### src/rtl/timer_pkg.sv
// Shared definitions for the memory-mapped down-counting timer.
package timer_pkg;

  localparam logic [3:0] CTRL_OFF   = 4'h0;
  localparam logic [3:0] PRESET_OFF = 4'h4;
  localparam logic [3:0] COUNT_OFF  = 4'h8;

  localparam logic [1:0] CTRL_IDX   = CTRL_OFF[3:2];
  localparam logic [1:0] PRESET_IDX = PRESET_OFF[3:2];
  localparam logic [1:0] COUNT_IDX  = COUNT_OFF[3:2];

  localparam logic [1:0] MODE_ONESHOT = 2'b00;
  localparam logic [1:0] MODE_RELOAD  = 2'b01;

  localparam int unsigned CTRL_EN      = 0;
  localparam int unsigned CTRL_MODE_LO = 1;
  localparam int unsigned CTRL_MODE_HI = 2;
  localparam int unsigned CTRL_IM      = 3;

  typedef enum logic [1:0] {
    ST_IDLE = 2'd0,
    ST_LOAD = 2'd1,
    ST_CNT  = 2'd2,
    ST_INT  = 2'd3
  } timer_state_e;

  // Modes 1x fall back to one-shot behaviour.
  function automatic logic is_reload(input logic [1:0] mode);
    return mode == MODE_RELOAD;
  endfunction

endpackage

### src/rtl/timer_counter.sv
// Down-counting timer with CTRL/PRESET/COUNT registers and an interrupt request.
module timer_counter
  import timer_pkg::*;
#(
  parameter logic [31:0] BASE_ADDR = 32'h0000_7F00
) (
  input  logic        clk,
  input  logic        rst_n,
  input  logic [31:0] addr,
  input  logic        we,
  input  logic [31:0] wdata,
  output logic [31:0] rdata,
  output logic        irq
);

  logic [3:0]   ctrl;
  logic [31:0]  preset;
  logic [31:0]  count;
  timer_state_e state;
  logic         irq_flag;

  logic [1:0]   reg_sel;
  logic         wr_hit;
  logic         wr_ctrl;
  logic         wr_preset;
  logic         unused_bits;

  assign reg_sel     = addr[3:2];
  assign wr_hit      = we && (addr[31:4] == BASE_ADDR[31:4]);
  assign wr_ctrl     = wr_hit && (reg_sel == CTRL_IDX);
  assign wr_preset   = wr_hit && (reg_sel == PRESET_IDX);
  assign unused_bits = ^{addr[1:0], wdata[31:4]};

  always_comb begin
    rdata = '0;
    case (reg_sel)
      CTRL_IDX:   rdata = {28'd0, ctrl};
      PRESET_IDX: rdata = preset;
      COUNT_IDX:  rdata = count;
      default:    rdata = '0;
    endcase
  end

  assign irq = irq_flag & ctrl[CTRL_IM];

  // Software CTRL writes are applied after the FSM so they override its EN clear.
  always_ff @(posedge clk or negedge rst_n) begin
    if (!rst_n) begin
      ctrl     <= '0;
      preset   <= '0;
      count    <= '0;
      state    <= ST_IDLE;
      irq_flag <= 1'b0;
    end else begin
      case (state)
        ST_IDLE: begin
          if (ctrl[CTRL_EN]) state <= ST_LOAD;
        end
        ST_LOAD: begin
          count <= preset;
          state <= ST_CNT;
        end
        ST_CNT: begin
          if (!ctrl[CTRL_EN]) begin
            state <= ST_IDLE;
          end else if (count > 32'd1) begin
            count <= count - 32'd1;
          end else begin
            count    <= '0;
            state    <= ST_INT;
            irq_flag <= 1'b1;
          end
        end
        ST_INT: begin
          state <= ST_IDLE;
          if (is_reload(ctrl[CTRL_MODE_HI:CTRL_MODE_LO])) irq_flag <= 1'b0;
          else ctrl[CTRL_EN] <= 1'b0;
        end
        default: state <= ST_IDLE;
      endcase

      if (wr_ctrl) begin
        ctrl     <= wdata[3:0];
        irq_flag <= 1'b0;
      end
      if (wr_preset) preset <= wdata;
    end
  end

endmodule

### config.mk
export PLATFORM = sky130hd
export DESIGN_NAME = timer_counter
export DESIGN_NICKNAME = d
export VERILOG_FILES = /design/src/rtl/timer_pkg.sv /design/src/rtl/timer_counter.sv
export SDC_FILE = /design/constraint.sdc
export NUM_CORES = 1
export LEC_CHECK = 0
export CAP_MARGIN = 20
export CORE_MARGIN = 5
export CORE_UTILIZATION = 29
export CTS_CLUSTER_SIZE = 12
export DETAILED_ROUTE_END_ITERATION = 10
export HOLD_SLACK_MARGIN = 0.08
export PLACE_DENSITY = 0.59
export SLEW_MARGIN = 20
export SYNTH_ARGS = -nofsm -noshare
export SYNTH_HDL_FRONTEND = slang
export SYNTH_SLANG_ARGS = --single-unit
export TNS_END_PERCENT = 10
### constraint.sdc
create_clock -name clk -period 2.5 [get_ports clk]
set_clock_uncertainty 0.2 [all_clocks]
set_input_delay 0.5 -clock clk [delete_from_list [all_inputs] [get_ports clk]]
set_output_delay 0.5 -clock clk [all_outputs]
set_load 0.02 [all_outputs]
==> results of run 1 <==
[layout make-up]
cell class              instances  area share, %
inverters                       9          0.509
multi-input cells             303           37.1
well taps                     180           3.39
flip-flops and latches         71           26.7
clock buffers                  16           4.09
repair buffers                191           28.2
[worst reg2reg max path: cells and delay by family (launching register included)]
| kind | cells | cell delay, ns |
|---|---|---|
| AND/OR/NAND/NOR | 4 | 1.86 |
| flip-flops | 1 | 0.38 |
| AO/OA/AOI/OAI | 1 | 0.09 |
[per-stage QoR]
stage	setup WS [ns]	TNS, ns	hold slack (ns)	std cells
global route	-0.171	-1.95	0.352	770
global placement	-0.530	-37.05	0.311	744
CTS	-0.104	-0.684	0.333	768
finish	-0.109	-0.645	0.330	770
detailed placement	-0.578	-38.26	0.320	744
floorplan	-0.147	-3.87	0.00441	414
[how the worst max path moves through the flow]
stage          startpoint          to  slack (ns)
2_1_floorplan   count[19]   count[28]       -0.15
3_3_place_gp     addr[24]  preset[17]       -0.53
3_5_place_dp     addr[24]  preset[28]       -0.58
4_1_cts         count[21]   count[28]       -0.10
5_1_grt         count[21]   count[27]       -0.17
6_report        count[12]   count[28]       -0.11
[power by group]
| group | total [mW] | internal [mW] | leakage [nW] | switching [mW] |
|---|---|---|---|---|
| clock network | 1.20 | 0.729 | 0.131 | 0.476 |
| logic | 0.177 | 0.105 | 2.06 | 0.0724 |
| registers | 1.15 | 1.15 | 0.987 | 0.000000158 |
| total | 2.53 | 1.98 | 3.18 | 0.548 |
[logic make-up (layout without fill, tap and decap cells)]
logic type,after synthesis,count (layout),synth area share (%)
fa+ha+maj,2,2,0.608
buf+inv,40,216,3.98
compound gates,118,118,21.8
flops,71,71,43.2
mux,43,43,11.5
simple gates,140,140,18.9
[cells in the mapped netlist (6+ instances only)]
master,n
a21oi_1,10
a22o_1,29
a22oi_1,7
a31oi_1,9
and3_1,6
clkbuf_1,22
dfrtp_1,71
inv_1,9
mux2_2,35
mux2i_1,8
nand2_1,36
nor2_1,19
nor2b_1,6
nor3_1,14
nor4_1,12
o211ai_1,6
o21ai_0,16
o311ai_0,7
o31ai_1,6
or3_1,6
or4_1,9
[repair_timing]
item | in CTS | in global routing
setup endpoints to repair | 98 | 94
pin swaps | 13 | 7
gates resized for setup | 144 | 69
setup buffers | 3 | 2
hold buffers | 1 | 0
gates cloned | 4 | 0
endpoints found under the hold margin | 20 | 0
[sequential cells by signal (all words and copies together), names as in the netlist]
register,count
irq_flag,1
preset,32
state,2
ctrl,4
count,32
[layer usage]
metal | share of wire, % | global-route usage (%) | up-vias
met1 | 43 | 22.6 | 2076
met3 | 7.7 | 4.91 | 19
met5 | 0 | 0 | -
met4 | 1.8 | 5.00 | 0
met2 | 47 | 30.0 | 179
li1 | - | - | 1958
==> flow_metrics.tcl, run 1 <==
set metrics [dict create \
    fin_crit_ns 2.61 \
    rows 43 \
    core_area_um2 13900 \
    cap_viol_max_count 0 \
    place_congestion 0.861 \
    synth_warnings 0 \
    antenna_found_initial 0 \
    dieArea_um2 16700 \
    die-width_um 129 \
    timing.rr.start "count[12]" \
    cts_tree "done" \
    avgViaCountPerCell 5.50 \
    critPathMaxStageDelay_ns 0.54 \
    finalHoldViolCount 0 \
    cp-end-kind "register" \
    grt_first_pass_wirelength_mm 23.3 \
    grt-ovfl-total 0 \
    track_usage_pct 17.9 \
    cp_num_cells 5 \
    nNetsFinal 654 \
    worst_pin_slew_ns 0.725 \
    postSynth.asyncResetShare_pct 100 \
    multi_input_area_um2 2460 \
    r2r-end "count[28]" \
    period_share_pct 104 \
    peakVddDrop_uv 305 \
    ant_nets 0 \
    synth_area_leaders "dfrtp_1 (43%), mux2_2 (9.6%), a22o_1 (6.2%)" \
    cts_made_buffers 9 \
    n_fill_cell 1341 \
    slew_viol_final 0 \
    num_io_pins 100 \
    ys_types 52 \
    cp_slowest_cell "or4_4" \
    synth_edf_count 0 \
    outcome "complete, but fails checks" \
    dr.pass1.iters 7 \
    ys_ff_latch 71 \
    syn_avg_cell_area_um2 9.94 \
    min_from "preset[6]" \
    drtIter0Drc 277 \
    syn_nets 483 \
    die_h_um 129 \
    hold_path_class "reg2reg" \
    post-route-util_pct 47.9 \
    rsz0062_at_grt "true" \
    hold_depth 2 \
    root_buffer "clkbuf_16" \
    setup_viol 11 \
    postPlaceCellArea_um2 5920 \
    cellPowerDensity_nw_per_um2 381 \
    initial_core_util_pct 29.7 \
    ff_latch_area_um2 1780 \
    area_growth_pct 61.4 \
    power_mw 2.53 \
    start_kind "register" \
    yosysTopAreaCellShare_pct 43.2 \
    ctsHtreeMaxLevel 3 \
    synth_area_um2 4120 \
    path_cells "or4_4 > or3_4 > or3_4 > or4_4 > o211ai_1" \
    clk_latency_ns 0.34 \
    grt_max_degree 31 \
    drive_gt1_share_pct 36.1 \
    cp.arrival_ns 2.66 \
    max_freq_mhz 383 \
    synth-seq-area-share_pct 43.2 \
    num_vias 4232 \
    min_to "count[6]" \
    num_antenna_cells 0 \
    failed_checks "setup timing" \
    synthFlopType "dfrtp_1" \
    totalWireLength_mm 15.0 \
    wire_per_inst_um 19.4 \
    syn-instance-count 414 \
    io_buffers 97 \
    max_slew_margin_pct 51.6 \
    critPathBufInv 0 \
    cp_top_family "simple AND/OR/NAND/NOR gates" \
    cts.sink_count 71 \
    crit_required_ns 2.55 \
    synth_top_area_cell "dfrtp_1" \
    drc_errors 0 \
    cts_buffer_depth 2 \
    grt_pass1_vias 4445 \
    path_class "reg2reg" \
    hpwl_mm 10.2 \
    reg2reg_slack_ns -0.11 \
    final_cell_mix "buf_4 (74), dfrtp_1 (71), nand2_1 (35)" \
    setup_ws_ns -0.109 \
    p_leak_nw 3.18 \
    final_common_cell "buf_4" \
    fin_area_um2 6640 \
    path_clk_slew_ns 0.06 \
    r2r_cells 5 \
    cp_max_fo 6 \
]
Power figures use the tool's default switching activity.
==> inputs of run 2 (changes only) <==
--- a/config.mk
+++ b/config.mk
@@ -6,7 +6,7 @@
 export NUM_CORES = 1
 export LEC_CHECK = 0
 export CAP_MARGIN = 20
-export CORE_MARGIN = 5
+export CORE_MARGIN = 2
 export CORE_UTILIZATION = 29
 export CTS_CLUSTER_SIZE = 12
 export DETAILED_ROUTE_END_ITERATION = 10
==> run 2 against run 1 <==
Compared with the run above: the run still ends with setup timing left; count of clock-buffer cells in the layout shrank 3; setup slack got worse by 0.0083 ns; die area is 9.1% lower; first-iteration DRC count is 10% lower; cell area shrank 1.8%; critical path depth is the same; combinational power is 2% lower; worst hold slack lost 0.0053 ns; register-to-register slack barely moved; utilization is 0.87 points lower; non-clock buffer count decreased by 1; largest cell class unchanged; largest power group unchanged.
==> flow_metrics.tcl, run 2 (synthesis gave the netlist of run 1 again) <==
set metrics [dict create \
    outcome "complete, but fails checks" \
    failed_checks "setup timing" \
    finalHoldViolCount 0 \
    cp_max_fo 6 \
    p_leak_nw 3.11 \
    rows 43 \
    start_kind "register" \
    worst_hold_slack_ns 0.324 \
    cts_tree "done" \
    setup.worst_path.start "count[21]" \
    p_int_mw 2.10 \
    postPlaceCellArea_um2 5900 \
    path_clk_slew_ns 0.06 \
    clk_latency_ns 0.34 \
    initial_core_util_pct 29.7 \
    die-width_um 123 \
    period_share_pct 105 \
    cp.arrival_ns 2.64 \
    rsz0062_at_grt "true" \
    max_slew_margin_pct 56.0 \
    final_common_cell "buf_4" \
    place_congestion 0.878 \
    final-instance-count-excl-fill 769 \
    timing.rr.start "count[21]" \
    path_class "reg2reg" \
    n_fill_cell 1314 \
    ant_nets 0 \
    switchingPower_mw 0.560 \
    fin_tns_setup_ns -0.690 \
    grt_pass1_vias 4381 \
    drive_gt1_share_pct 34.5 \
    grt_max_degree 72 \
    cellPowerDensity_nw_per_um2 408 \
    cp-end-kind "register" \
    max_freq_mhz 382 \
    drc_errors 0 \
    setup_ws_ns -0.117 \
    worst_pin_slew_ns 0.659 \
    pwr-share-comb_pct 6.5 \
    num_antenna_cells 0 \
    grt-ovfl-total 0 \
    swShare_pct 21.0 \
    root_buffer "clkbuf_16" \
    post-route-util_pct 47.0 \
    min_from "ctrl[1]" \
    crit_required_ns 2.52 \
    numPlacedInstances 742 \
    peakVddDrop_uv 321 \
    final_cell_mix "buf_4 (78), dfrtp_1 (71), nand2_1 (35)" \
    power_mw 2.66 \
    fin_crit_ns 2.62 \
    largestRegisters "count x32, preset x32, ctrl x4" \
    wire_per_inst_um 18.7 \
    setup_viol 14 \
    io_buffers 97 \
    pwr-share-clk_pct 50.3 \
    fin_area_um2 6520 \
    grt_first_pass_wirelength_mm 23.0 \
    die_h_um 123 \
    hpwl_mm 9.68 \
    cts_made_buffers 9 \
    antenna_found_initial 0 \
    dieArea_um2 15200 \
    cts_buffer_depth 2 \
    drtIter0Drc 249 \
    track_usage_pct 19.9 \
    p_seq_share_pct 43.2 \
    area_growth_pct 58.4 \
    num_vias 4150 \
    core_area_um2 13900 \
    totalWireLength_mm 14.4 \
    cts.sink_count 71 \
    dr.pass1.iters 4 \
    hold_path_class "reg2reg" \
    avgViaCountPerCell 5.40 \
    cap_viol_max_count 0 \
    pre_cts_ws_ns -0.587 \
    slew_viol_final 0 \
    nNetsFinal 653 \
    num_io_pins 100 \
    ctsHtreeMaxLevel 3 \
]
## run 2: area by class of cell
type                       count  area [µm²]  share of cell area (%)
clock buffer                  13         270                    4.14
multi-input combinational    303        2390                    36.7
timing repair buffer         190        1780                    27.3
sequential                    71        1780                    27.2
tap                          180         225                    3.45
clock inverter                 3        40.0                   0.614
inverter                       9        33.8                   0.518
## run 2: power by group through the flow
stage	clock [mW]	combinational [mW]	sequential, mW
3_3_place_gp	0	0.173	1.17
6_report	1.34	0.173	1.15
3_5_place_dp	0	0.175	1.17
4_1_cts	1.35	0.175	1.15
2_1_floorplan	0	0.0236	1.17
5_1_grt	1.41	0.187	1.15
## run 2: final timing paths
kind / to / slack, ns / cells after the start
min in group asynchronous: preset[29] / 0.53 / 3
max in group asynchronous: preset[10] / 1.25 / 3
worst max-delay path: count[10] / -0.12 / 5
worst max register to register: count[10] / -0.12 / 5
worst min register to register: ctrl[1] / 0.32 / 1
worst min-delay path: ctrl[1] / 0.32 / 1
## run 2: per-layer routing
metal,global-route usage [%],share of wire (%)
met1,26.2,44
met3,4.20,6.1
met2,31.6,47
met4,8.31,2.9
met5,0,0
## run 2: what timing repair did
action / CTS / global route
resized for setup: 135 / 41
cloned: 3 / 0
hold endpoints to repair: 71 / 0
pin swaps: 8 / 7
buffers inserted: 5 / 2
setup endpoints to repair: 98 / 98
hold buffers: 1 / 0
## run 2: critical path, cell delays in order, from the launching register on
cell     delay (ns)
dfrtp_1        0.38
or4_4          0.54
or3_4          0.39
or4_4          0.50
and4_1         0.22
a221o_1        0.26
==> inputs of run 3 (changes only) <==
--- a/config.mk
+++ b/config.mk
@@ -5,14 +5,13 @@
 export SDC_FILE = /design/constraint.sdc
 export NUM_CORES = 1
 export LEC_CHECK = 0
-export CAP_MARGIN = 20
 export CORE_MARGIN = 2
 export CORE_UTILIZATION = 29
 export CTS_CLUSTER_SIZE = 12
 export DETAILED_ROUTE_END_ITERATION = 10
+export GPL_TIMING_DRIVEN = 0
 export HOLD_SLACK_MARGIN = 0.08
 export PLACE_DENSITY = 0.59
-export SLEW_MARGIN = 20
 export SYNTH_ARGS = -nofsm -noshare
 export SYNTH_HDL_FRONTEND = slang
 export SYNTH_SLANG_ARGS = --single-unit
==> run 3 against run 2 <==
Compared with the run above: the flow still finishes with violations (setup timing); critical endpoint unchanged; worst hold slack improved by 0.0077 ns; sequential power about the same; power increased by 1.9%; setup slack worse by 0.083 ns; via count is 1.2% lower; sequential share of layout area increased by 1.9 points; highest routed layer unchanged; first-iteration DRC count grew 7.6%; register-to-register slack worse by 0.08 ns; sequential cell count unchanged.
==> flow_metrics.tcl, run 3 (synthesis gave the netlist of run 1 again) <==
set metrics [dict create \
    nNetsFinal 617 \
    failed_checks "setup timing" \
    critPathBufInv 1 \
    largestRegisters "count x32, preset x32, ctrl x4" \
    io_buffers 96 \
    fin_area_um2 6120 \
    grt_max_degree 41 \
    num_vias 4101 \
    dr.pass1.iters 6 \
    path_cells "or4_4 > or3_4 > or4_1 > buf_8 > and4_1 > a221o_1" \
    antenna_found_initial 0 \
    num_io_pins 100 \
    p_leak_nw 2.83 \
    grt-ovfl-total 0 \
    track_usage_pct 19.7 \
    wire_per_inst_um 19.9 \
    root_buffer "clkbuf_16" \
    ant_nets 0 \
    fin_crit_ns 2.70 \
    max_slew_margin_pct 55.0 \
    cp_max_fo 6 \
    final_common_cell "dfrtp_1" \
    period_share_pct 108 \
    p_seq_share_pct 42.4 \
    peakVddDrop_uv 334 \
    cts_buffer_depth 2 \
    path_class "reg2reg" \
    num_antenna_cells 0 \
    outcome "complete, but fails checks" \
    finalHoldViolCount 0 \
    timing.rr.start "count[18]" \
    area_growth_pct 48.6 \
    start_kind "register" \
    cap_viol_max_count 0 \
    worst_pin_slew_ns 0.675 \
    cp-end-kind "register" \
    core_area_um2 13900 \
    clk_latency_ns 0.35 \
    worst_hold_slack_ns 0.332 \
    cp_top_family "simple AND/OR/NAND/NOR gates" \
    die-width_um 123 \
    postPlaceCellArea_um2 5390 \
    pwr-share-comb_pct 6.6 \
    rsz0062_at_grt "true" \
    dieArea_um2 15200 \
    setup_viol 64 \
    final_cell_mix "dfrtp_1 (66), clkdlybuf4s50_1 (62), nand2_1 (35)" \
    die_h_um 123 \
    avgViaCountPerCell 5.59 \
    grt_pass1_vias 4055 \
    min_from "ctrl[1]" \
    setup_ws_ns -0.200 \
    switchingPower_mw 0.583 \
    slew_viol_final 0 \
    grt_first_pass_wirelength_mm 22.2 \
    hpwl_mm 10.1 \
    swShare_pct 21.5 \
    cts.sink_count 71 \
    drive_gt1_share_pct 31.6 \
    drtIter0Drc 268 \
    critPathMaxStageDelay_ns 0.54 \
    rows 43 \
    max_freq_mhz 370 \
    path_clk_slew_ns 0.06 \
    post-route-util_pct 44.1 \
    place_congestion 0.909 \
    cts_made_buffers 9 \
    initial_core_util_pct 29.7 \
    pwr-share-clk_pct 51.0 \
    fin_tns_setup_ns -8.66 \
    drc_errors 0 \
    hold_path_class "reg2reg" \
    cellPowerDensity_nw_per_um2 443 \
    crit_required_ns 2.53 \
    cp.arrival_ns 2.73 \
    ctsHtreeMaxLevel 3 \
    cts_tree "done" \
    p_int_mw 2.13 \
    totalWireLength_mm 14.6 \
    setup.worst_path.start "count[18]" \
    cp_slowest_cell "or4_4" \
]
## run 3: cell count changes in the layout (fill, tap and decap cells not counted), sizes merged
cell and change:
dlygate4sd2 -11, clkdlybuf4s50 +29, clkbuf +12, bufinv +1, dlymetal6s2s -5, bufbuf -1
buf -39, clkdlybuf4s15 -24, clkinvlp +2
## run 3: final timing paths
path	to	slack (ns)	cells past startpoint
hold reg to reg	ctrl[1]	0.33	1
setup / recovery	count[10]	-0.20	6
setup reg to reg	count[10]	-0.20	6
max in group asynchronous	count[12]	1.07	3
hold / removal	ctrl[1]	0.33	1
min in group asynchronous	preset[30]	0.44	2
## run 3: worst reg2reg max path, cell delays in order (launching register included)
cell	delay (ns)
dfrtp_2	0.42
or4_4	0.54
or3_4	0.35
or4_1	0.46
buf_8	0.18
and4_1	0.19
a221o_1	0.25
## run 3: power groups by stage
stage / logic (mW) / clock network, mW / registers [mW]
final: 0.180 / 1.38 / 1.15
after global placement: 0.165 / 0 / 1.17
after floorplan: 0.0236 / 0 / 1.17
after CTS: 0.184 / 1.41 / 1.15
after global routing: 0.193 / 1.46 / 1.15
after detailed placement: 0.170 / 0 / 1.17
## run 3: metal layers
layer	wire length [µm]	GRT usage [%]	vias up
met4	202	8.31	0
met3	1160	5.30	16
li1	-	-	1888
met2	6930	30.5	171
met5	0	0	-
met1	6300	25.8	2026
## run 3: cell type report
class                      instances  area, µm²
tap                              180        225
clock inverter                     6       85.1
fill                            1378       7760
inverter                           9       33.8
sequential                        71       1780
multi-input combinational        303       2380
clock buffer                      10        229
buffer                            30        267
timing repair buffer             124       1110
## run 3: repair_timing
action	4_1_cts	5_1_grt
endpoints found under the setup margin	102	92
buffers inserted	16	9
cloned	0	1
pin swaps	18	11
hold endpoints to repair	31	0
hold buffers	1	0
resized for setup	156	52
## run 3: per-stage QoR
stage                     worst slack, ns  instances  power (mW)
after CTS                          -0.210        723        2.74
after floorplan                    -0.147        414        1.19
after global routing               -0.255        733        2.80
final                              -0.200        733        2.71
after global placement              -1.85        690        1.34
after detailed placement            -1.39        691        1.34
